## config.mk

```make
export PLATFORM = sky130hd
export DESIGN_NAME = fpu_dp_mul_result_stage
export DESIGN_NICKNAME = d
export VERILOG_FILES = /design/src/rtl/fpu_dp_pkg.sv /design/src/rtl/fpu_dp_fixup.sv /design/src/rtl/fpu_dp_mul_result_stage.sv
export SDC_FILE = /design/constraint.sdc
export NUM_CORES = 1
export LEC_CHECK = 0
export ABC_CLOCK_PERIOD_IN_PS = 6200
export CAP_MARGIN = 40
export CORE_MARGIN = 10
export CORE_UTILIZATION = 65
export CTS_CLUSTER_SIZE = 14
export DETAILED_ROUTE_END_ITERATION = 12
export DONT_BUFFER_PORTS = 1
export HOLD_SLACK_MARGIN = 0.08
export MAX_ROUTING_LAYER = met4
export PLACE_DENSITY_LB_ADDON = 0.3
export SYNTH_ARGS = -nofsm -noshare
export SYNTH_HDL_FRONTEND = slang
export SYNTH_HIERARCHICAL = 1
export SYNTH_SLANG_ARGS = --single-unit
```

## constraint.sdc

```tcl
create_clock -name clk -period 6.2 [get_ports clk]
set_clock_uncertainty 0.05 [all_clocks]
set_input_delay 0.62 -clock clk [delete_from_list [all_inputs] [get_ports clk]]
set_output_delay 0.62 -clock clk [all_outputs]
set_load 0.01 [all_outputs]
```

## src/rtl/fpu_dp_pkg.sv

```systemverilog
// Shared constants and types for the double-precision multiply result stage.
// Fix-up can be built with FPU_MUL_FTZ_EN to flush denormals to zero.
package fpu_dp_pkg;

  localparam int EXP_W  = 11;
  localparam int FRAC_W = 52;
  localparam int BIAS   = 1023;

  localparam logic [63:0] POS_INF = 64'h7FF0000000000000;
  localparam int QNAN_BIT = 51;

  localparam int FLG_NAN = 3;
  localparam int FLG_INF = 2;
  localparam int FLG_OVF = 1;
  localparam int FLG_UDF = 0;

  typedef struct packed {
    logic [63:0] res;
    logic [3:0]  flg;
  } entry_t;

endpackage

```

## src/rtl/fpu_dp_fixup.sv

```systemverilog
// Classifies a raw product and applies IEEE-754 special-value fix-up.
// With FPU_MUL_FTZ_EN defined, denormal results are flushed to signed zero.
module fpu_dp_fixup
  import fpu_dp_pkg::*;
(
  input  logic [63:0] result,
  input  logic        overflow,
  input  logic        underflow,
  input  logic        sign,
  output logic [63:0] fixed,
  output logic [3:0]  flags
);

  logic [EXP_W-1:0]  exp_f;
  logic [FRAC_W-1:0] frac_f;

  assign exp_f  = result[62:52];
  assign frac_f = result[51:0];

  // Overflow outranks underflow when the multiplier raises both.
  always_comb begin
    fixed = result;
    flags = '0;
    if (overflow) begin
      fixed          = POS_INF | {sign, 63'b0};
      flags[FLG_OVF] = 1'b1;
      flags[FLG_INF] = 1'b1;
    end else if (underflow) begin
      fixed          = {sign, 63'b0};
      flags[FLG_UDF] = 1'b1;
    end else if (exp_f == '1 && frac_f != '0) begin
      fixed[QNAN_BIT] = 1'b1;
      flags[FLG_NAN]  = 1'b1;
    end else if (exp_f == '1) begin
      flags[FLG_INF] = 1'b1;
`ifdef FPU_MUL_FTZ_EN
    end else if (exp_f == '0 && frac_f != '0) begin
      fixed          = {sign, 63'b0};
      flags[FLG_UDF] = 1'b1;
`endif
    end
  end

endmodule

```

## src/rtl/fpu_dp_mul_result_stage.sv

```systemverilog
// Result stage: fix-up, FIFO toward writeback, sticky flags, op counter.
// Optional macro FPU_MUL_FTZ_EN enables flush-to-zero in the fix-up.
module fpu_dp_mul_result_stage
  import fpu_dp_pkg::*;
#(
  parameter int WIDTH = 64,
  parameter int DEPTH = 2,
  parameter int CNT_W = 16
) (
  input  logic             clk,
  input  logic             rst,
  input  logic             in_valid,
  output logic             in_ready,
  input  logic [WIDTH-1:0] in_result,
  input  logic             in_overflow,
  input  logic             in_underflow,
  input  logic             in_sign,
  output logic             out_valid,
  input  logic             out_ready,
  output logic [WIDTH-1:0] out_result,
  output logic [3:0]       out_flags,
  input  logic             flag_clr,
  output logic [3:0]       sticky_flags,
  output logic [CNT_W-1:0] op_count
);

  localparam int PW = $clog2(DEPTH);
  localparam int CW = PW + 1;

  entry_t         mem [DEPTH];
  logic [PW-1:0]  wr_ptr;
  logic [PW-1:0]  rd_ptr;
  logic [CW-1:0]  count;
  logic [63:0]    fixed;
  logic [3:0]     flags;
  logic           push;
  logic           pop;
  entry_t         head;

  fpu_dp_fixup u_fixup (
    .result    (in_result),
    .overflow  (in_overflow),
    .underflow (in_underflow),
    .sign      (in_sign),
    .fixed     (fixed),
    .flags     (flags)
  );

  // Ready depends on registered count only, so a pop never frees a full slot early.
  assign in_ready  = !rst && (count < CW'(DEPTH));
  assign out_valid = !rst && (count != '0);
  assign push      = in_valid && in_ready;
  assign pop       = out_valid && out_ready;

  assign head       = mem[rd_ptr];
  assign out_result = out_valid ? head.res : '0;
  assign out_flags  = out_valid ? head.flg : '0;

  always_ff @(posedge clk) begin
    if (push) begin
      mem[wr_ptr] <= '{res: fixed, flg: flags};
    end
  end

  always_ff @(posedge clk) begin
    if (rst) begin
      wr_ptr       <= '0;
      rd_ptr       <= '0;
      count        <= '0;
      sticky_flags <= '0;
      op_count     <= '0;
    end else begin
      if (push) wr_ptr <= wr_ptr + PW'(1);
      if (pop) begin
        rd_ptr   <= rd_ptr + PW'(1);
        op_count <= op_count + CNT_W'(1);
      end
      count <= count + CW'(push) - CW'(pop);
      if (flag_clr) begin
        sticky_flags <= push ? flags : '0;
      end else if (push) begin
        sticky_flags <= sticky_flags | flags;
      end
    end
  end

endmodule

```

## Word-level counts from Yosys, hierarchy flattened

Memories as Yosys holds them, arrays and structs flattened. A register that Yosys moved wholly into a read port is not among the register bits.
Index checks and enable logic that the tools add are counted.

- $lt $le $gt $ge: 1
- Bitwise operators: 1
- Reductions and logical operators: 9
- Eq/ne operators: 1
- Add/subtract/negate cells: 5
- Mux-type cells: 23

Operators by type and width:

| cell | number |
|---|---|
| $mux 64 | 2 |
| $reduce_bool 52->1 | 1 |
| $mux 51 | 1 |
| $add 16x1->16 const B | 1 |
| $mux 4 | 4 |
| $mux 1 | 14 |
| $mux 12 | 1 |
| $eq 11x11->1 const B | 1 |
| $logic_and 1x1->1 | 5 |
| $or 4x4->4 | 1 |
| $reduce_bool 2->1 | 2 |
| $add 1x1->1 const B | 2 |
| $add 2x1->2 | 1 |
| $lt 2x2->1 const B | 1 |
| $mux 2 | 1 |
| $sub 2x1->2 | 1 |
| $logic_not 1->1 | 1 |

- Bits in writable memories: 136
- Output and inout port bits: 90
- Register bits: 24
- Memories kept: 1

Memories:

| memory | words | width | read ports | clocked after memory_dff | write ports | RTL line | RTL |
|---|---|---|---|---|---|---|---|
| mem | 2 | 68 | 1 | 1 | 1 | fpu_dp_mul_result_stage.sv:30 | `entry_t mem [DEPTH];` |

## Longest topological paths before layout

Gate-level depths: netlist of run 1.

- Depth after elaboration: 8
- Mapped depth: 8

## Cells and area by module

The synthesis of run 1 kept the hierarchy.

Modules (own cells, without submodules):

| module | instances | cells an instance | area each (µm²) |
|---|---|---|---|
| fpu_dp_mul_result_stage | 1 | 414 | 6,207.2 |
| fpu_dp_fixup | 1 | 104 | 649.4 |

## Worst setup path before layout of run 1

OpenSTA, ideal clock, no wires.

- Kind: input to register
- Start: input rst
- End: memory mem[0][0] in the netlist's numbering (enable)
- Data required time: 5,656 ps
- Arrival time: 3,968 ps
- Setup slack: 1,687 ps
- Stages on the path: 4
- Cells stage by stage: buf_2 > nor2_1 > nand2_1 > nor2_1

- Word-level cells in the longest chain between the ends: 5

Ends and longest elaborated chain:

| what | RTL line | RTL |
|---|---|---|
| start, declared | fpu_dp_mul_result_stage.sv:11 | `input logic rst,` |
| $logic_not 1->1 | fpu_dp_mul_result_stage.sv:50 | `assign in_ready = !rst && (count < CW'(DEPTH));` |
| $logic_and 1x1->1 | fpu_dp_mul_result_stage.sv:50 |  |
| via in_ready | fpu_dp_mul_result_stage.sv:13 | `output logic in_ready,` |
| $logic_and 1x1->1 | fpu_dp_mul_result_stage.sv:52 | `assign push = in_valid && in_ready;` |
| $mux 1 | fpu_dp_mul_result_stage.sv:60 | `if (push) begin` |
| $mux 1 (not written as such) | fpu_dp_mul_result_stage.sv:61 | `mem[wr_ptr] <= '{res: fixed, flg: flags};` |
| end, declared | fpu_dp_mul_result_stage.sv:30 |  |

The timed path passes the listed nets, and every way through them passes these cells.

## Worst setup path after layout of run 1

- Start: register count[1]
- End: output out_result[7]

- Word-level cells in the longest chain between the ends: 3

Ends and longest elaborated chain:

| what | RTL line | RTL |
|---|---|---|
| start, declared | fpu_dp_mul_result_stage.sv:33 | `logic [CW-1:0] count;` |
| start signal, assigned | fpu_dp_mul_result_stage.sv:78 | `count <= count + CW'(push) - CW'(pop);` |
| $reduce_bool 2->1 | fpu_dp_mul_result_stage.sv:51 | `assign out_valid = !rst && (count != '0);` |
| $logic_and 1x1->1 | fpu_dp_mul_result_stage.sv:51 |  |
| $mux 64 | fpu_dp_mul_result_stage.sv:56 | `assign out_result = out_valid ? head.res : '0;` |
| end, declared | fpu_dp_mul_result_stage.sv:20 | `output logic [WIDTH-1:0] out_result,` |

Every way passes these cells.

==> results of run 1 <==
-- state kept, by name (all words and copies together) (netlist names), named ones only --
name and cells:
rd_ptr 1, mem 136, count 2, op_count 16, sticky_flags 4, wr_ptr 1
-- worst max-delay path: stages (launching register included) --
cell and delay, ns:
dfxtp_1 0.37, o21bai_4 0.55, buf_4 0.53, nor2_1 0.20
-- cell families after synthesis --
family	count (synthesis)
xor gates and xnor gates	9
muxes	69
buffers and inverters	32
and+or+nand+nor	207
DFF	161
AOI/OAI and AO/OA	38
adders and majority gates	2
-- layout make-up --
type,instances,area share
Timing Repair Buffer,9,0.0180
Clock buffer,25,0.0679
Clock inverter,7,0.00558
Tap cell,136,0.0223
Sequential cell,161,0.602
Inverter,5,0.00312
Multi-Input combinational cell,325,0.281
-- path summary, 6_finish.rpt --
kind                               start            end  cells past startpoint  slack (ns)
worst min register to register    rd_ptr         rd_ptr                      2        0.47
worst max register to register  count[1]       count[1]                      7        4.00
worst min-delay path                 rst   op_count[13]                      1        0.10
worst max-delay path            count[1]  out_result[7]                      3        3.31
-- routing by layer --
metal | track usage | vias to the layer above | share of wire
met3 | 0.0845 | 19 | 0.11
met2 | 0.314 | 151 | 0.51
met5 | - | - | 0
met4 | 0.0589 | 0 | 0.012
met1 | 0.221 | 1974 | 0.37
li1 | - | 1885 | -
-- power groups by stage --
stage               clock network, uW  registers [uW]  logic [uW]
floorplan                           0            1270         168
global placement                    0            1290         184
detailed placement                  0            1280         209
CTS                               980            1260         210
global route                     1030            1260         227
finish                            970            1250         207
-- what timing repair did --
item	CTS	global route
hold endpoints to repair	0	4
hold buffers	0	2
gates resized for setup	0	0
-- cell usage in the layout (no fill, tap or decap), types with 2 or more instances in the layout --
master / count
clkbuf_16: 19
buf_4: 3
edfxtp_1: 136
a21oi_1: 13
buf_16: 2
ha_1: 2
dlygate4sd3_1: 2
and2_2: 2
nor2_1: 85
clkbuf_1: 4
dfxtp_1: 24
and2_1: 51
a21o_1: 11
nor3_1: 2
and3_1: 3
and4_1: 3
xnor2_1: 2
o21ai_0: 9
or4_1: 2
nand2_1: 8
inv_4: 4
nor2_4: 2
or3_1: 8
clkbuf_8: 2
nand3_1: 9
inv_1: 4
nor4_1: 13
buf_12: 2
mux2i_1: 68
clkinv_2: 2
xor2_1: 7
nand4_1: 7
nor2b_1: 6
-- per-stage QoR --
| step | setup slack, ns | hold slack, ns | instance area (um^2) | power, uW |
|---|---|---|---|---|
| detailed placement | 3.50 | 0.461 | 7050 | 1490 |
| CTS | 3.26 | 0.0861 | 7610 | 2450 |
| floorplan | 1.69 | 0.422 | 6860 | 1440 |
| finish | 3.31 | 0.101 | 7630 | 2430 |
| global placement | 3.55 | 0.438 | 6950 | 1470 |
| global route | 3.15 | 0.0819 | 7630 | 2520 |
==> out/qor.csv, run 1 <==
stage;metric;value;unit
status;status;complete, no violations;
logic_synthesis;share of the yosys chip area belonging to registers;0.669;
logic_synthesis;synth warn;6;
place;placer congestion estimate;0.752;
pwr;Leak;0.00252;uW
setup_path;CP Launch Type;register;
drt;DR vias/cell;6.03;
min_path;Min-Delay Path Class;input pin to register;
sta;fin crit share;0.467;
setup_path;worst path arrival time;2.22;ns
cells_and_area;number of diodes;0;
pwr;Comb pwr share;0.085;
cts;CTS sink count;161;
logic_synthesis;mean post-synth cell area;13.2;um^2
floorplan;Boundary Pins;162;
floorplan;initial core utilization;0.664;
sta;Slew @ Worst Pin;0.665;ns
logic_synthesis;post-synth net total;592;
sta;unrepaired setup endpoints after global routing;false;
drt;DRT antenna net count;0;
logic_synthesis;register bit total from synthesis;161;
logic_synthesis;mux cell area share after synthesis;0.101;
logic_synthesis;Synth top area share;0.596;
cells_and_area;layout cells sized above 1;0.0902;
pwr;PwrDens;319;nW/um^2
drt;WL/cell;21.7;um
global_route;vias in the first global route;4113;
logic_synthesis;Syn Inst Count;518;
floorplan;die area;15100;um^2
sta;Fin. Hold Viols;0;
logic_synthesis;Post-Synth Adder-Cell Area;0.00365;
run;Max Cap Viol;0;
cts;CTS max path bufs;2;
logic_synthesis;Syn Std Cell Area;6860;um^2
logic_synthesis;cell with the most instances after synthesis;edfxtp_1;
cells_and_area;Final Non-Filler Cells;668;
logic_synthesis;post-synthesis async set-or-reset flop share;0;
cts;CTS tree;built;
pwr;P_int;1880;uW
global_route;first-pass GRT wire length;21900;um
logic_synthesis;post-synthesis compound-gate area fraction;0.0359;
sta;final count of negative-setup-slack endpoints;0;
logic_synthesis;Post-synth EDFFs;136;
setup_path;CP Class;register to output port;
drt;First-pass DRT Iterations;5;
setup_path;crit end category;output port;
logic_synthesis;largest family of logic cells by synthesized area;simple AND/OR/NAND/NOR gates;
global_route;pin count of the biggest net entering global routing;48;
cells_and_area;fin nets;593;
cts;H-tree depth;4;
sta;setup total negative slack;0;ns
floorplan;core area;10300;um^2
pwr;power share of the clock group;0.399;
cells_and_area;Area Overhead vs Synth;11.2;%
global_route;Overflow after GRT;0;
pwr;P_sw;557;uW
floorplan;die boundary height;123;um
drt;total number of vias;4029;
global_route;initial antenna violation count;0;
floorplan;row count;37;
sta;Rel. slew slack;0.555;
place;Port Buffers;0;
logic_synthesis;post-synthesis xor/xnor area fraction;0.0115;
drt;drt drc;0;
cells_and_area;# fillers;692;
pwr;Peak VDD IR;0.195;mV
logic_synthesis;Most used DFF post-synth;edfxtp_1;
drt;Detailed Route WL;14500;um
global_route;GRT Util Overall;0.197;
cts;CTS buffer count;17;
cts;postcts setup bufs;0;
cells_and_area;Final Util;0.739;
setup_path;Worst EP required;5.53;ns
sta;final worst path period need;2.89;ns
cts;CTS root buf;clkbuf_8;
floorplan;chip width;123;um
place;dpl cells;634;
cells_and_area;multi-input logic area;2150;um^2
cts;Clock transition at path regs;0.06;ns
pwr;sw frac;0.229;
logic_synthesis;largest cells by area after synthesis;edfxtp_1, mux2i_1, dfxtp_1, nor2_1, and2_1;
setup_path;crit-path max FO;47;
logic_synthesis;leading area contributor after synthesis;edfxtp_1;
logic_synthesis;top cells by count, synth;edfxtp_1, nor2_1, mux2i_1;
cells_and_area;Storage cell area;4590;um^2
sta;FMAX;345;MHz
logic_synthesis;simple-gate share of the synthesized area;0.159;
drt;Initial DRC Count;369;
place;HPWL Detailed;9960;um
sta;max-slew violation count;0;
cts;clock latency at the later pin of the worst-skew pair;0.53;ns
logic_synthesis;count of different cell masters after synthesis;38;
pwr;Sequential Power Share;0.516;
No activity file was read; power rests on OpenSTA's default activity.
==> run 2: changes to the inputs <==
ABC_CLOCK_PERIOD_IN_PS = 2750   (was 6200)
CORE_UTILIZATION = 63   (was 65)
clock period = 2.75 ns   (was 6.2 ns; I/O delays follow)
==> out/qor.csv, run 2 (synthesis results as in run 1) <==
stage;metric;value;unit;change
floorplan;initial core utilization;0.638;;-0.0261
setup_path;worst path arrival time;2.72;ns;+0.50 ns
setup_path;CP max stage delay;0.56;ns;about the same
floorplan;die boundary height;124;um;+1.3%
drt;First-pass DRT Iterations;5;;unchanged
cells_and_area;max FFs per register;136;;unchanged
global_route;M3 GR Usage;0.0643;;-0.0202
setup_path;Largest delay share family, worst path;simple AND/OR/NAND/NOR gates;;
place;placer congestion estimate;0.803;;+6.8%
setup_path;Worst path slowest cell;dlygate4sd3_1;;
setup_path;Worst EP required;3.16;ns;-2.37 ns
sta;Slew @ Worst Pin;0.879;ns;+0.214 ns
cts;post-CTS resize count;0;;unchanged
cts;Clock transition at path regs;0.06;ns;about the same
drt;DRT antenna net count;0;;unchanged
cts;CTS tree;built;;
cts;CTS max path bufs;2;;unchanged
cts;H-tree depth;4;;unchanged
sta;Rel. slew slack;0.412;;-0.143
sta;Final Hold Slack;0.120;ns;+0.0191 ns
global_route;initial antenna violation count;0;;unchanged
drt;drt drc;0;;unchanged
cells_and_area;number of diodes;0;;unchanged
drt;Detailed Route WL;16000;um;+9.9%
global_route;vias in the first global route;4490;;+9.2%
cells_and_area;top flop regs;mem (136), op_count (16), sticky_flags (4);;
floorplan;die area;15500;um^2;+2.7%
global_route;pin count of the biggest net entering global routing;55;;+15%
pwr;Comb pwr share;0.103;;+0.018
sta;fin crit share;0.841;;
pwr;Peak VDD IR;0.461;mV;+140%
cts;Hold-fix buffers, CTS;73;;+73
pwr;P_sw;1280;uW;+130%
drt;WL/cell;21.4;um;-1.6%
drt;Initial DRC Count;435;;+18%
sta;unrepaired setup endpoints after global routing;false;;
setup_path;CP Class;register to register;;
cells_and_area;Largest Register;mem;;
cells_and_area;commonest non-fill, non-tap cell in the layout;edfxtp_1;;
status;status;complete, no violations;;
floorplan;chip width;124;um;+1.3%
place;dpl cells;641;;+1.1%
cts;CTS root buf;clkbuf_8;;
pwr;PwrDens;666;nW/um^2;+110%
pwr;power share of the clock group;0.387;;-0.012
cells_and_area;most frequent cells in the layout;edfxtp_1, nor2_1, dlygate4sd3_1;;
setup_path;R2R Setup Slk;0.44;ns;-3.56 ns
floorplan;core area;10700;um^2;+4.1%
sta;max-slew violation count;0;;unchanged
cells_and_area;Final Non-Filler Cells;746;;+12%
cells_and_area;layout cells sized above 1;0.0842;;-0.00607
place;HPWL Detailed;10200;um;+2.0%
global_route;GRT Util Overall;0.211;;+0.0143
sta;Fin. Hold Viols;0;;unchanged
setup_path;CP Launch Type;register;;
global_route;met1 usage;0.240;;+0.0188
run;Max Cap Viol;0;;unchanged
place;setup slack after placement;0.428;ns;-3.07 ns
pwr;Sequential Power Share;0.510;;-0.006
cts;clock latency at the later pin of the worst-skew pair;0.51;ns;-0.02 ns
cts;postcts setup bufs;0;;unchanged
global_route;Overflow after GRT;0;;unchanged
global_route;first-pass GRT wire length;25400;um;+16%
setup_path;critical path, cell by cell;ha_1, and3_1, nand4_2, or3_1, a21oi_1, dlygate4sd3_1;;
floorplan;Boundary Pins;162;;unchanged
setup_path;crit-path max FO;9;;-81%
pwr;P_int;4270;uW;+130%
sta;PnR worst setup slack;0.437;ns;-2.87 ns
setup_path;Crit path buffers/inverters;1;;unchanged
cts;CTS sink count;161;;unchanged
cells_and_area;Area Overhead vs Synth;21.3;%;
place;Port Buffers;0;;unchanged
drt;DR vias/cell;5.99;;-0.77%
cts;CTS buffer count;17;;unchanged
global_route;global route hottest layer;met2;;
sta;final count of negative-setup-slack endpoints;0;;unchanged
pwr;sw frac;0.230;;+0.00129
pwr;Leak;0.00282;uW;+12%
global_route;GR Util met2;0.344;;+0.0297
drt;total number of vias;4465;;+11%
setup_path;crit end category;register;;
min_path;Min-Delay Path Class;input pin to register;;
sta;final worst path period need;2.31;ns;
pwr;total power;5540;uW;+130%
sta;FMAX;432;MHz;
floorplan;row count;38;;+2.7%
cells_and_area;fin nets;667;;+12%
sta;setup total negative slack;0;ns;unchanged
run 2: cell types whose count changed in the layout (fill, tap and decap cells not counted):
cell,change
clkbuf_16,-1
clkinv_4,+1
clkinv_2,-1
dlygate4sd3_1,+71
buf_4,+5
buf_16,-2
clkbuf_8,+1
run 2: path summary, 6_finish.rpt:
| check | from | endpoint | cells after the start |
|---|---|---|---|
| min reg2reg | rd_ptr | rd_ptr | 2 |
| max | op_count[0] | op_count[10] | 6 |
| min | out_ready | count[1] | 3 |
| max reg2reg | op_count[0] | op_count[10] | 6 |
run 2: tightest hold or removal path, stage by stage:
cell and delay (ns):
nor4b_1 0.13, nor3_1 0.16, nor3_1 0.07
run 2: cell type report:
| type | instances | area, um^2 |
|---|---|---|
| multi-input cells | 325 | 2150 |
| clock inverters | 7 | 46.3 |
| repair buffers | 83 | 831 |
| clock buffers | 25 | 507 |
| flip-flops and latches | 161 | 4590 |
| inverters | 5 | 23.8 |
| fillers | 647 | 2430 |
| well taps | 140 | 175 |
run 2: power groups by stage:
stage | sequential, uW | clock [uW] | combinational (uW)
floorplan | 2860 | 0 | 380
global placement | 2870 | 0 | 458
detailed placement | 2880 | 0 | 471
CTS | 2830 | 2190 | 573
global route | 2840 | 2300 | 621
finish | 2830 | 2150 | 570
run 2: stage by stage:
step	cell area (um^2)	util
after floorplan	6870	-
after global placement	7030	0.655
after detailed placement	7030	0.655
after CTS	8320	0.774
after global routing	8320	0.774
final	8320	0.774
run 2: layer usage:
layer	wire (um)	part of all wire
met3	1430	0.090
met4	288	0.018
met2	8290	0.52
met5	0	0
met1	5950	0.37
